`config.mk`:
```
export PLATFORM = sky130hd
export DESIGN_NAME = ws2812b_idle_monitor
export DESIGN_NICKNAME = d
export VERILOG_FILES = /design/src/rtl/ws2812b_idle_monitor.sv
export SDC_FILE = /design/constraint.sdc
export NUM_CORES = 1
export LEC_CHECK = 0
export ABC_AREA = 1
export CORE_MARGIN = 4
export CORE_UTILIZATION = 40
export DETAILED_ROUTE_END_ITERATION = 7
export MAX_ROUTING_LAYER = met4
export PLACE_DENSITY_LB_ADDON = 0.1
export SYNTH_ARGS = -nofsm -noshare
export SYNTH_HDL_FRONTEND = slang
export SYNTH_SLANG_ARGS = --single-unit
export TNS_END_PERCENT = 10
```
`constraint.sdc`:
```
create_clock -name clk -period 2.35 [get_ports clk]
set_input_delay 0.5875 -clock clk [delete_from_list [all_inputs] [get_ports clk]]
set_output_delay 0.5875 -clock clk [all_outputs]
set_load 0.02 [all_outputs]
```
`src/rtl/ws2812b_idle_monitor.sv`:
```
// ws2812b_idle_monitor: multi-channel WS2812B line-idle (latch/reset) monitor.
// Each channel synchronises its data line, deglitches it, then times low periods.
//
// Ports:
//   clk             system clock
//   reset           synchronous, active-high reset
//   din             asynchronous WS2812B data lines, one bit per channel
//   enable_mask     per-channel enable for idle counting
//   idle_threshold  low time (clock cycles) needed before a line reads idle
//   glitch_ticks    a level change is accepted after glitch_ticks+1 stable cycles
//   idle            registered idle level per channel
//   idle_start      one-cycle pulse when idle rises
//   frame_start     one-cycle pulse when idle falls (new frame data seen)
//   any_idle        at least one channel idle
//   all_idle        every enabled channel idle; 0 when no channel is enabled

module ws2812b_idle_monitor #(
    parameter int NUM_CH      = 4,
    parameter int CNT_W       = 16,
    parameter int GLITCH_W    = 3,
    parameter int SYNC_STAGES = 2
) (
    input  logic                clk,
    input  logic                reset,
    input  logic [NUM_CH-1:0]   din,
    input  logic [NUM_CH-1:0]   enable_mask,
    input  logic [CNT_W-1:0]    idle_threshold,
    input  logic [GLITCH_W-1:0] glitch_ticks,
    output logic [NUM_CH-1:0]   idle,
    output logic [NUM_CH-1:0]   idle_start,
    output logic [NUM_CH-1:0]   frame_start,
    output logic                any_idle,
    output logic                all_idle
);

    // ------------------------------------------------------------------
    // Synchroniser chain, shared across channels (one vector per stage).
    // It runs regardless of enable_mask so a re-enabled channel sees a
    // settled level immediately.
    // ------------------------------------------------------------------
    logic [NUM_CH-1:0] sync_q [SYNC_STAGES];
    logic [NUM_CH-1:0] s;

    always_ff @(posedge clk) begin
        if (reset) begin
            for (int k = 0; k < SYNC_STAGES; k++) begin
                sync_q[k] <= '0;
            end
        end else begin
            sync_q[0] <= din;
            for (int k = 1; k < SYNC_STAGES; k++) begin
                sync_q[k] <= sync_q[k-1];
            end
        end
    end

    assign s = sync_q[SYNC_STAGES-1];

    // ------------------------------------------------------------------
    // Per-channel deglitch filter and idle timer.
    // ------------------------------------------------------------------
    for (genvar i = 0; i < NUM_CH; i++) begin : g_ch

        logic                f;
        logic [GLITCH_W-1:0] gcnt;
        logic [CNT_W-1:0]    cnt;
        logic                idle_q;
        logic                start_q;
        logic                frame_q;

        // The filtered level only follows s once s has disagreed with it
        // on glitch_ticks+1 consecutive edges; any agreement restarts the
        // run. gcnt never exceeds glitch_ticks, so it cannot wrap.
        always_ff @(posedge clk) begin
            if (reset) begin
                f    <= 1'b0;
                gcnt <= '0;
            end else if (s[i] == f) begin
                gcnt <= '0;
            end else if (gcnt >= glitch_ticks) begin
                f    <= s[i];
                gcnt <= '0;
            end else begin
                gcnt <= gcnt + GLITCH_W'(1);
            end
        end

        // Idle timer. cnt stops at the threshold, so it never overflows.
        // Once idle is set it is held while the line stays low, even if
        // the threshold is raised afterwards; only a high level or a
        // disable clears it. A disable never produces frame_start.
        always_ff @(posedge clk) begin
            if (reset) begin
                cnt     <= '0;
                idle_q  <= 1'b0;
                start_q <= 1'b0;
                frame_q <= 1'b0;
            end else begin
                start_q <= 1'b0;
                frame_q <= 1'b0;
                if (!enable_mask[i]) begin
                    cnt    <= '0;
                    idle_q <= 1'b0;
                end else if (f) begin
                    cnt     <= '0;
                    idle_q  <= 1'b0;
                    frame_q <= idle_q;
                end else if (cnt < idle_threshold) begin
                    cnt <= cnt + CNT_W'(1);
                end else if (!idle_q) begin
                    idle_q  <= 1'b1;
                    start_q <= 1'b1;
                end
            end
        end

        assign idle[i]        = idle_q;
        assign idle_start[i]  = start_q;
        assign frame_start[i] = frame_q;
    end

    // ------------------------------------------------------------------
    // Aggregates: disabled channels count as idle for all_idle, but an
    // all-disabled mask must not report everything idle.
    // ------------------------------------------------------------------
    assign any_idle = |idle;
    assign all_idle = (enable_mask != '0) && (&(idle | ~enable_mask));

endmodule

```
# After elaboration in Yosys (flattened, before gate mapping)
# Memories as Yosys holds them, arrays and structs flattened.
# Index checks and enable logic that the tools add are counted.
classes:
  add_sub_neg: 8
  n_lt_le_gt_ge: 8
  n_eq_ne: 4
  n_mux: 9
  n_bitwise: 16
  reduce_logical: 24
ops:
  columns: ["operator", "count"]
  rows:
  - ["$add A16 B1 Y16 const B", 4]
  - ["$lt A16 B16 Y1", 4]
  - ["$reduce_or A3 Y1", 12]
  - ["$reduce_or A4 Y1", 5]
  - ["$add A3 B1 Y3 const B", 4]
  - ["$ge A3 B3 Y1", 4]
  - ["$not A1 Y1", 12]
  - ["$mux W4", 2]
  - ["$reduce_and A2 Y1", 4]
  - ["$mux W1", 7]
  - ["$eq A1 B1 Y1", 4]
  - ["$not A4 Y4", 1]
  - ["$or A4 B4 Y4", 1]
  - ["$reduce_and A4 Y1", 1]
  - ["$reduce_bool A4 Y1", 1]
  - ["$or A1 B1 Y1", 2]
  - ["$logic_and A1 B1 Y1", 1]
word_totals:
  reg_bits: 92
  mem_bits_rw: 8
  in_bits: 29
  out_inout_bits: 14
  n_memories: 1
memory_table:
  columns: ["memory", "depth", "word_bits", "rd", "rd_ports_with_merged_regs", "write_ports", "line_no", "rtl"]
  rows:
  - ["sync_q", 2, 4, 2, 0, 2, "41", "logic [NUM_CH-1:0] sync_q [SYNC_STAGES];"]

# Longest topological paths before layout
depth:
  ltp_word: 4
  depth_mapped: 14
  depth_no_buf: 13

# Worst setup path before layout
# No wires, ideal clock.
synth_path:
  path_kind: "input-to-reg"
  from: "input idle_threshold[15]"
  to: "register g_ch[3].cnt[4]"
  setup_ns: 0.115
  arrival_time_ns: 1.798
  required_ns: 2.235
  path_slack_ns: 0.437
  stages: 10
  n_path_buf: 1
  path_cell_list: "inv_1 > ha_1 > a21o_1 > nor2_1 > nand2_2 > buf_6 > nor2_1 > nand3_2 > nand2_1 > nor2_1"
synth_between:
  elab_chain_cells: 1
synth_lines:
  columns: ["element", "line_no", "rtl"]
  rows:
  - ["start, declared", "27", "input logic [CNT_W-1:0] idle_threshold,"]
  - ["$lt A16 B16 Y1", "108", "end else if (cnt < idle_threshold) begin"]
  - ["end signal, assigned", "109", "cnt <= cnt + CNT_W'(1);"]
  - ["end, declared", "66", "logic [CNT_W-1:0] cnt;"]
# Every way passes these cells.
# A chain may end at the register's enable or synchronous reset.

# Worst setup path after layout
layout_path:
  from: "input enable_mask[3]"
  to: "output all_idle"
layout_between:
  elab_chain_cells: 4
  word_cells_on_any_way: 5
layout_lines:
  columns: ["element", "line_no", "rtl"]
  rows:
  - ["start, declared", "26", "input logic [NUM_CH-1:0] enable_mask,"]
  - ["$not A4 Y4", "127", "assign all_idle = (enable_mask != '0) && (&(idle | ~enable_mask));"]
  - ["$or A4 B4 Y4", "127", null]
  - ["$reduce_and A4 Y1", "127", null]
  - ["$logic_and A1 B1 Y1 (*)", "127", null]
  - ["end, declared", "33", "output logic all_idle"]
# Every way passes the cells marked *; elsewhere a longest branch is shown, timed or not.

==> impl_results.md <==
- Status: finished, final reports clean
- Worst-path clk slew: 0.07 ns
- Ys Warns: 0
- R2r setup slk: 0.55 ns
- Critical path peak fanout: 2
- R2R depth: 12
- Max clock buf depth: 2
- Peak supply drop: 0.000329 V
- Avg Cell Area, Syn: 6.90 um2
- Remaining Overflow, GRT: 0
- ANT nets after route: 0
- Synthesis-to-finish area growth: 16.3%
- Final-report max-slew violation count: 0
- Final HPWL from detailed placement: 12100 um
- Die ar.: 18700 um2
- Vias in the first global route: 5279
- Initial Utilization: 41.2%
- Fin crit period: 2.29 ns
- Leakage: 3.58 nW
- Worst endpoint required time: 1.76 ns
- Drt initial violations: 209
- Hold Crit Depth: 2
- Final wirelength: 15600 um
- Critical path endpoint category: primary output
- Router iterations before antenna repair: 4
- H-tree levels: 3
- Total design power: 3.52 mW
- Initial antenna violation count: 0
- Reg2Reg Launch Point: g_ch[2].cnt[9]$_SDFFE_PP0N_
- Seq/Total Area, Yosys: 30.2%
- Unrepaired setup endpoints after global routing: true
- Die X: 137 um
- Core ar.: 16100 um2
- Buffers on Ports: 42
- Placed Instances: 1223
- Final setup fails: 0
- Reg-to-reg endpoint: g_ch[2].cnt[9]$_SDFFE_PP0N_
- Critical path's largest stage delay: 0.42 ns
- Wire length per cell: 12.6 um
- Nets: 1130
- Startpoint Class: input port
- Fmax: 0.436 GHz
- Worst Max-Slew Pin Slew: 0.336 ns
- GRT Resource Usage Total: 17.9%
- Hold Startpoint: sync_q[0][2]$_SDFF_PP0_
- Clock Skews: 0.00835 ns
- Worst Hold End: sync_q[0][6]$_SDFF_PP0_
- Mapped Nets: 1069
- First-pass GRT wire length: 26000 um
- Yosys cell types: 32
- Slew headroom: 77.5%
- Share of layout cells above drive strength 1: 9.65%
- Hold Crit Class: reg -> reg
- Std-Cell Rows: 46
- Vias per std cell: 4.72
- Hold-fix buffers, CTS: 0
- Die Y: 137 um
- Number of synthesized register bits: 100
- Mapped Area: 6620 um2
- Max-Cap Viols: 0
- Diode count: 0
- Clk Latency, worst-skew pair: 0.35 ns
- Clk sinks: 100
- Final GP Congestion: 0.793
- Total CTS buffers: 9
- Final hold viol count: 0
- Final period utilization: 97.6%
- Finished Layout Cells: 1242
- Slowest CP cell: clkdlybuf4s50_1
- Via Count: 5865
- Root buffer cell: clkbuf_16
- Cells after Synth: 960
- Largest net degree at the start of global routing: 35
- Boundary Pins: 43
- DRC viols: 0
- TritonCTS clock tree: done
- Critical setup path kind: in -> out
- Worst path cell trace: clkdlybuf4s50_1 > inv_1 > o22ai_1 > nor3_1 > dlygate4sd2_1
- Power density cells: 457 nW/um2
- Worst Path Arrival: 1.71 ns
-- worst max-delay path: cells and delay by family --
family                 cells  cell delay [ns]
buffers and inverters      3             0.86
and+or+nand+nor            1             0.19
AOI/OAI and AO/OA          1             0.07
-- what timing repair did --
| item | CTS | global route |
|---|---|---|
| endpoints found under the setup margin | 1 | 34 |
| setup buffers | 0 | 1 |
| cloned | 0 | 2 |
| endpoints found under the hold margin | 0 | 0 |
| gates resized for setup | 1 | 15 |
| pin swaps | 0 | 3 |
-- final cells by class --
cell class | instances | area, um2
flip-flops and latches | 100 | 2000
clock buffers | 11 | 243
well taps | 216 | 270
inverters | 122 | 458
multi-input cells | 708 | 3950
repair buffers | 80 | 746
clock inverters | 5 | 35.0
fillers | 1639 | 8360
-- per-stage QoR --
stage               instance area (um2)  hold slack [ns]  TNS (ns)  worst slack, ns  utilization, %
detailed placement                 7350            0.407    -15.62           -0.307            45.7
CTS                                7620            0.415         0           0.0529            47.5
global placement                   7350            0.404    -15.18           -0.284            45.7
finish                             7700            0.409         0           0.0563            48.0
global route                       7700            0.427    -0.105          -0.0336            48.0
floorplan                          6620            0.388         0            0.437               -
-- sequential cells by signal, summed over array words and instances (netlist names) --
signal,cells
g_ch.gcnt,12
g_ch.cnt,64
g_ch.start_q,4
g_ch.frame_q,4
sync_q,8
g_ch.idle_q,4
g_ch.f,4
-- cell usage after synthesis --
cell | number | area share, %
nor3_2 | 9 | 1.4
o211ai_1 | 3 | 0.34
nand2_2 | 11 | 1.0
dfxtp_1 | 100 | 30
nand4_1 | 7 | 0.66
nor4_1 | 1 | 0.095
a31oi_1 | 1 | 0.095
nor2_4 | 1 | 0.17
o21ai_0 | 5 | 0.38
ha_1 | 80 | 15
nor4_4 | 1 | 0.32
o22ai_1 | 2 | 0.19
and3_1 | 1 | 0.095
buf_4 | 13 | 1.5
xnor2_1 | 4 | 0.53
o21ai_1 | 4 | 0.30
inv_1 | 119 | 6.7
nand3_2 | 1 | 0.15
buf_2 | 5 | 0.38
nand2_1 | 202 | 11
a21oi_1 | 89 | 6.7
buf_6 | 14 | 2.4
nor2_2 | 5 | 0.47
nor3_1 | 26 | 2.0
nand3b_1 | 3 | 0.34
nand4_2 | 1 | 0.19
nor2_1 | 153 | 8.7
a21o_1 | 4 | 0.45
xor2_1 | 6 | 0.79
inv_2 | 3 | 0.17
nand2_4 | 2 | 0.34
nand3_1 | 84 | 6.4
-- where the power goes --
part	internal [mW]	total [mW]	switching [mW]
clock	0.750	1.42	0.672
sequential	1.72	1.75	0.0267
combinational	0.159	0.348	0.189
-- per-layer routing --
layer  track usage (%)  share of wire [%]  vias up
li1                  -                  -     3210
met1              23.5                 50     2584
met2              28.8                 47       60
met3              2.87                2.4       11
met4              4.48                1.3        0
met5                 -                  0        -
-- logic make-up (layout without fill, tap and decap cells) --
| kind of cell | after synthesis | after routing | synth area share, % |
|---|---|---|---|
| flops | 100 | 100 | 30.2 |
| xor+xnor | 10 | 10 | 1.32 |
| simple gates | 508 | 510 | 33.7 |
| fa+ha+maj | 80 | 80 | 15.1 |
| buf+inv | 154 | 218 | 11.2 |
| compound gates | 108 | 108 | 8.49 |
-- worst max path at each step --
stage | from | to | slack (ns) | cells after the start
after floorplan | idle_threshold[15] | g_ch[3].cnt[4]$_SDFFE_PP0N_ | 0.44 | 10
after global placement | idle_threshold[13] | g_ch[3].cnt[12]$_SDFFE_PP0N_ | -0.28 | 8
after detailed placement | idle_threshold[13] | g_ch[3].cnt[12]$_SDFFE_PP0N_ | -0.31 | 8
after CTS | enable_mask[3] | all_idle | 0.05 | 5
after global routing | idle_threshold[13] | g_ch[1].cnt[12]$_SDFFE_PP0N_ | -0.03 | 11
final | enable_mask[3] | all_idle | 0.06 | 5
-- cells in the final DEF, fill, tap and decap left out, types with 4 or more instances in the layout --
cell / count
nand2_1: 200
nor2_1: 151
inv_1: 118
dfxtp_1: 100
a21oi_1: 89
nand3_1: 84
ha_1: 80
clkdlybuf4s50_1: 41
buf_4: 34
nor3_1: 21
nor3_2: 13
nand2_2: 12
clkbuf_16: 9
nand4_1: 7
nor2_2: 7
xor2_1: 6
nand2_4: 5
o21ai_0: 5
inv_2: 4
o21ai_1: 4
a21o_1: 4
xnor2_1: 4
(Power assumes the default switching activity.)
